--- config.mk ---
export PLATFORM = sky130hd
export DESIGN_NAME = argmax_classifier
export DESIGN_NICKNAME = d
export VERILOG_FILES = /design/src/rtl/argmax_classifier.sv
export SDC_FILE = /design/constraint.sdc
export NUM_CORES = 2
export LEC_CHECK = 0
export CAP_MARGIN = 30
export CORE_UTILIZATION = 27
export DETAILED_ROUTE_END_ITERATION = 8
export PLACE_DENSITY = 0.53
export SETUP_SLACK_MARGIN = 0.2
export SLEW_MARGIN = 15
export SYNTH_ARGS = -nofsm -noshare
export SYNTH_HDL_FRONTEND = slang
export SYNTH_SLANG_ARGS = --single-unit
--- constraint.sdc ---
create_clock -name clk -period 115.5 [get_ports clk]
set_input_delay 23.1 -clock clk [delete_from_list [all_inputs] [get_ports clk]]
set_output_delay 23.1 -clock clk [all_outputs]
set_load 0.02 [all_outputs]
--- src/rtl/argmax_classifier.sv ---
// argmax_classifier: final classification stage after the FC layer.
// On the rising edge of fc_done it snapshots ten signed class scores. It then
// scans them one per cycle and publishes the index and value of the largest.
// Ties resolve to the lower index.
// Optional feature macro: ARGMAX_MARGIN_EN adds runner-up index and margin outputs.
module argmax_classifier #(
  parameter int SCORE_WIDTH = 113
) (
  input  logic                          clk,
  input  logic                          rst,
  input  logic                          fc_done,
  input  logic signed [SCORE_WIDTH-1:0] prob_0,
  input  logic signed [SCORE_WIDTH-1:0] prob_1,
  input  logic signed [SCORE_WIDTH-1:0] prob_2,
  input  logic signed [SCORE_WIDTH-1:0] prob_3,
  input  logic signed [SCORE_WIDTH-1:0] prob_4,
  input  logic signed [SCORE_WIDTH-1:0] prob_5,
  input  logic signed [SCORE_WIDTH-1:0] prob_6,
  input  logic signed [SCORE_WIDTH-1:0] prob_7,
  input  logic signed [SCORE_WIDTH-1:0] prob_8,
  input  logic signed [SCORE_WIDTH-1:0] prob_9,
  output logic                          busy,
  output logic                          result_valid,
  output logic                          result_strobe,
  output logic [3:0]                    class_id,
  output logic signed [SCORE_WIDTH-1:0] class_score
`ifdef ARGMAX_MARGIN_EN
  ,
  output logic [3:0]                    runner_id,
  output logic [SCORE_WIDTH-1:0]        margin
`endif
);

  typedef enum logic {IDLE, SCAN} state_t;

  state_t                        state_q, state_d;
  logic                          fc_done_q;
  logic signed [SCORE_WIDTH-1:0] score_buf_q [10];
  logic signed [SCORE_WIDTH-1:0] score_buf_d [10];
  logic signed [SCORE_WIDTH-1:0] best_q, best_d;
  logic [3:0]                    best_id_q, best_id_d;
  logic [3:0]                    ptr_q, ptr_d;
  logic                          busy_q, busy_d;
  logic                          valid_q, valid_d;
  logic                          strobe_q, strobe_d;
  logic [3:0]                    class_id_q, class_id_d;
  logic signed [SCORE_WIDTH-1:0] class_score_q, class_score_d;
  logic                          start;
  logic signed [SCORE_WIDTH-1:0] cand;
  logic signed [SCORE_WIDTH-1:0] new_best;
  logic [3:0]                    new_best_id;
`ifdef ARGMAX_MARGIN_EN
  logic signed [SCORE_WIDTH-1:0] second_q, second_d;
  logic [3:0]                    second_id_q, second_id_d;
  logic [3:0]                    runner_id_q, runner_id_d;
  logic [SCORE_WIDTH-1:0]        margin_q, margin_d;
  logic signed [SCORE_WIDTH-1:0] new_second;
  logic [3:0]                    new_second_id;
  logic [SCORE_WIDTH:0]          diff;
  localparam logic signed [SCORE_WIDTH-1:0] MostNeg = {1'b1, {(SCORE_WIDTH-1){1'b0}}};
`endif

  assign start = fc_done & ~fc_done_q;

  // State register; reset aborts any scan so no partial result can escape.
  always_ff @(posedge clk or posedge rst) begin
    if (rst) begin
      state_q       <= IDLE;
      fc_done_q     <= 1'b0;
      for (int i = 0; i < 10; i++) score_buf_q[i] <= '0;
      best_q        <= '0;
      best_id_q     <= '0;
      ptr_q         <= '0;
      busy_q        <= 1'b0;
      valid_q       <= 1'b0;
      strobe_q      <= 1'b0;
      class_id_q    <= '0;
      class_score_q <= '0;
`ifdef ARGMAX_MARGIN_EN
      second_q      <= '0;
      second_id_q   <= '0;
      runner_id_q   <= '0;
      margin_q      <= '0;
`endif
    end else begin
      state_q       <= state_d;
      fc_done_q     <= fc_done;
      score_buf_q   <= score_buf_d;
      best_q        <= best_d;
      best_id_q     <= best_id_d;
      ptr_q         <= ptr_d;
      busy_q        <= busy_d;
      valid_q       <= valid_d;
      strobe_q      <= strobe_d;
      class_id_q    <= class_id_d;
      class_score_q <= class_score_d;
`ifdef ARGMAX_MARGIN_EN
      second_q      <= second_d;
      second_id_q   <= second_id_d;
      runner_id_q   <= runner_id_d;
      margin_q      <= margin_d;
`endif
    end
  end

  // Capture on start in IDLE, one compare per cycle in SCAN, publish at ptr 9.
  always_comb begin
    state_d       = state_q;
    score_buf_d   = score_buf_q;
    best_d        = best_q;
    best_id_d     = best_id_q;
    ptr_d         = ptr_q;
    busy_d        = busy_q;
    valid_d       = valid_q;
    strobe_d      = 1'b0;
    class_id_d    = class_id_q;
    class_score_d = class_score_q;
    cand          = score_buf_q[ptr_q];
    new_best      = best_q;
    new_best_id   = best_id_q;
`ifdef ARGMAX_MARGIN_EN
    second_d      = second_q;
    second_id_d   = second_id_q;
    runner_id_d   = runner_id_q;
    margin_d      = margin_q;
    new_second    = second_q;
    new_second_id = second_id_q;
    diff          = '0;
`endif
    case (state_q)
      IDLE: begin
        if (start) begin
          score_buf_d[0] = prob_0;
          score_buf_d[1] = prob_1;
          score_buf_d[2] = prob_2;
          score_buf_d[3] = prob_3;
          score_buf_d[4] = prob_4;
          score_buf_d[5] = prob_5;
          score_buf_d[6] = prob_6;
          score_buf_d[7] = prob_7;
          score_buf_d[8] = prob_8;
          score_buf_d[9] = prob_9;
          best_d    = prob_0;
          best_id_d = 4'd0;
          ptr_d     = 4'd1;
          valid_d   = 1'b0;
          busy_d    = 1'b1;
          state_d   = SCAN;
`ifdef ARGMAX_MARGIN_EN
          second_d    = MostNeg;
          second_id_d = 4'd0;
`endif
        end
      end
      SCAN: begin
        if (cand > best_q) begin
          new_best    = cand;
          new_best_id = ptr_q;
`ifdef ARGMAX_MARGIN_EN
          new_second    = best_q;
          new_second_id = best_id_q;
        end else if (cand > second_q) begin
          new_second    = cand;
          new_second_id = ptr_q;
`endif
        end
        best_d    = new_best;
        best_id_d = new_best_id;
        ptr_d     = ptr_q + 4'd1;
`ifdef ARGMAX_MARGIN_EN
        second_d    = new_second;
        second_id_d = new_second_id;
`endif
        if (ptr_q == 4'd9) begin
          class_id_d    = new_best_id;
          class_score_d = new_best;
          valid_d       = 1'b1;
          strobe_d      = 1'b1;
          busy_d        = 1'b0;
          state_d       = IDLE;
`ifdef ARGMAX_MARGIN_EN
          diff        = {new_best[SCORE_WIDTH-1], new_best} - {new_second[SCORE_WIDTH-1], new_second};
          runner_id_d = new_second_id;
          margin_d    = diff[SCORE_WIDTH] ? {SCORE_WIDTH{1'b1}} : diff[SCORE_WIDTH-1:0];
`endif
        end
      end
      default: state_d = IDLE;
    endcase
  end

  assign busy          = busy_q;
  assign result_valid  = valid_q;
  assign result_strobe = strobe_q;
  assign class_id      = class_id_q;
  assign class_score   = class_score_q;
`ifdef ARGMAX_MARGIN_EN
  assign runner_id     = runner_id_q;
  assign margin        = margin_q;
`endif

endmodule

==> reports/results.ini <==
[logic_synthesis]
synth_cell_types=55
synthTopCellsByArea=dfrtp_1 (52%), nand2_1 (20%), mux4_2 (7.8%), mux2i_1 (3.4%), clkbuf_1 (2.3%)
synth_seq_cells=1373
synth_nets=8225
ys_warn_count=0
netlist_instances=6977
synth_area_sq_um=65600
synth_edf_count=0
yosysSeqAreaShare=0.524
avgSynthCellArea_sq_um=9.40
synth_top_area_share=0.524
synthFlopType=dfrtp_1
yosys.area.top_type=dfrtp_1
async_flop_share=1.00

[setup_path]
critPathKind=in -> async
r2r_cells=15
r2r_start=ptr_q[0]
cp-end-kind=asynchronous set/reset pin
timing.rr.end=best_q[73]
cp-endpoint=best_q[52]
path_max_fanout=138
crit_path_start_kind=primary input
rrSetupSlack_ns=106.83
cp.arrival_ns=29.06
required_ns=116.45
crit_path_start=rst

[route]
wire_per_inst_um=23.9
route.vias.total=54800
ant_nets=0
drc=0
drt_iter0_drc=4141
dr.pass1.iters=5
routed_wl_um=271000
avgViaCountPerCell=4.82

[floorplan]
ios=1253
die_y_um=495
core_area_sq_um=241000
initial_core_util=0.272
fp.dieW_um=495
num_rows=180
die_area_sq_um=245000

[timing]
worstMarginPinSlew_ns=1.09
hold_viol_final=0
relSlewSlack=0.273
finalSetupViolCount=0
setup_tns_ns=0
slew_violations=0
timing.final.ws_setup_ns=87.39
timing.fmax_mhz=35.6
post-route-period-util=0.243
rsz0062_at_grt=false
finClkSkew_ns=0.0623
period_minus_slack_ns=28.11

[min_path]
hp-class=reg -> reg

[place]
numPortBuffers=1252
gp_congestion=0.861
hpwl_um=197000
place_area_sq_um=81200
pre_cts_slack_ns=85.01

[cells_and_area]
layout_commonest_cell=nand2_1
fin_area_sq_um=87200
fin_util=0.362
nNetsFinal=9263
drive_gt1_frac=0.0745
final_cell_mix=nand2_1 (3434), dfrtp_1 (1368), clkdlybuf4s50_1 (1252)
area_growth_pct=32.9
fillers=24200

[clocking]
cts_buffers=165
clk_path_buf_depth=3
path_clk_slew_ns=0.05
cts_tree=built
cts_root_buffer=clkbuf_16
htree_levels=4
cts_setup_buffers=0
clock_sinks=1373
cts_hold_buf=0
post_cts_resized=0
worstSkewPairLatency_ns=0.83

[global_routing]
grt_pass1_wl_um=391000
grt_pass1_vias=56000
grt_antenna_before_repair=96
track_usage=0.217
grt-ovfl-total=0
grt_max_degree=161

[status]
status=finished, final reports clean

[power_and_ir_drop]
p_leak_nw=41.3
peakVddDrop_v=0.0000579
p_per_area_nw_per_um2=31.1

[job]
drv_cap=0

synthesized netlist by cell type (all sizes together), types with 10 or more instances:
master,number
nor2,19
a21oi,49
o221a,111
or3,224
clkbuf,408
a21o,12
nand3,16
nand4,30
o22ai,114
buf,73
nor3,10
dfrtp,1373
and2,111
o21bai,111
o21ai,17
mux2i,226
mux4,226
a31o,111
ha,115
inv,123
nor4,11
nand2,3436
sequential cells by signal, indices dropped and copies added, names as in the netlist:
signal         cells
best_id_q          4
best_q           113
busy               1
class_id           4
class_score      113
fc_done_q          1
ptr_q              4
result_strobe      1
result_valid       1
score_buf_q     1130
state_q            1
worst min path at each step:
stage / startpoint / endpoint / cells after the start
after floorplan: score_buf_q[339] / score_buf_q[339] / 2
after global placement: score_buf_q[446] / score_buf_q[446] / 2
after detailed placement: score_buf_q[284] / score_buf_q[284] / 2
after CTS: score_buf_q[711] / score_buf_q[711] / 2
after global routing: score_buf_q[284] / score_buf_q[284] / 2
final: score_buf_q[711] / score_buf_q[711] / 2
cells by family after synthesis:
logic type,share of synthesized area
buf+inv,0.0362
simple gates,0.238
mux,0.112
flops,0.524
fa+ha+maj,0.0219
compound gates,0.0686
per-stage QoR:
stage               std cells  hold slack (ns)  total power, mW
CTS                     11300            0.471             2.73
global route            11300            0.475             2.90
global placement        11000            0.451             2.14
detailed placement      11000            0.458             2.17
floorplan                6977            0.440             1.74
finish                  11400            0.466             2.71
layer usage:
layer	part of all wire	up-vias	GRT usage
met2	0.47	1783	0.352
met4	0.031	70	0.0724
met1	0.42	27400	0.283
met5	0.0017	-	0
met3	0.070	393	0.0515
li1	-	25200	-
critical path: stages:
cell             delay, ns
clkdlybuf4s50_1       0.49
inv_8                 0.47
buf_4                 0.36
buf_16                0.30
buf_4                 0.73
buf_12                0.57
buf_4                 0.80
buf_4                 0.68
buf_4                 0.39
buf_4                 0.31
buf_16                0.32
area by class of cell:
cell class / count / area (sq um) / area share
clock buffer: 241 / 4850 / 0.0556
multi-input combinational: 5000 / 28900 / 0.332
tap: 3185 / 3990 / 0.0457
antenna: 37 / 92.6 / 0.00106
inverter: 123 / 479 / 0.00550
timing repair buffer: 1352 / 13700 / 0.157
sequential: 1373 / 34400 / 0.394
clock inverter: 55 / 807 / 0.00925
report_power, final:
group / switching, mW / total, mW / internal, mW
clock network: 0.224 / 0.547 / 0.323
logic: 0.731 / 1.29 / 0.564
registers: 0.150 / 0.872 / 0.722
total: 1.10 / 2.71 / 1.61
Note: power is estimated with default switching activity, not from simulation.
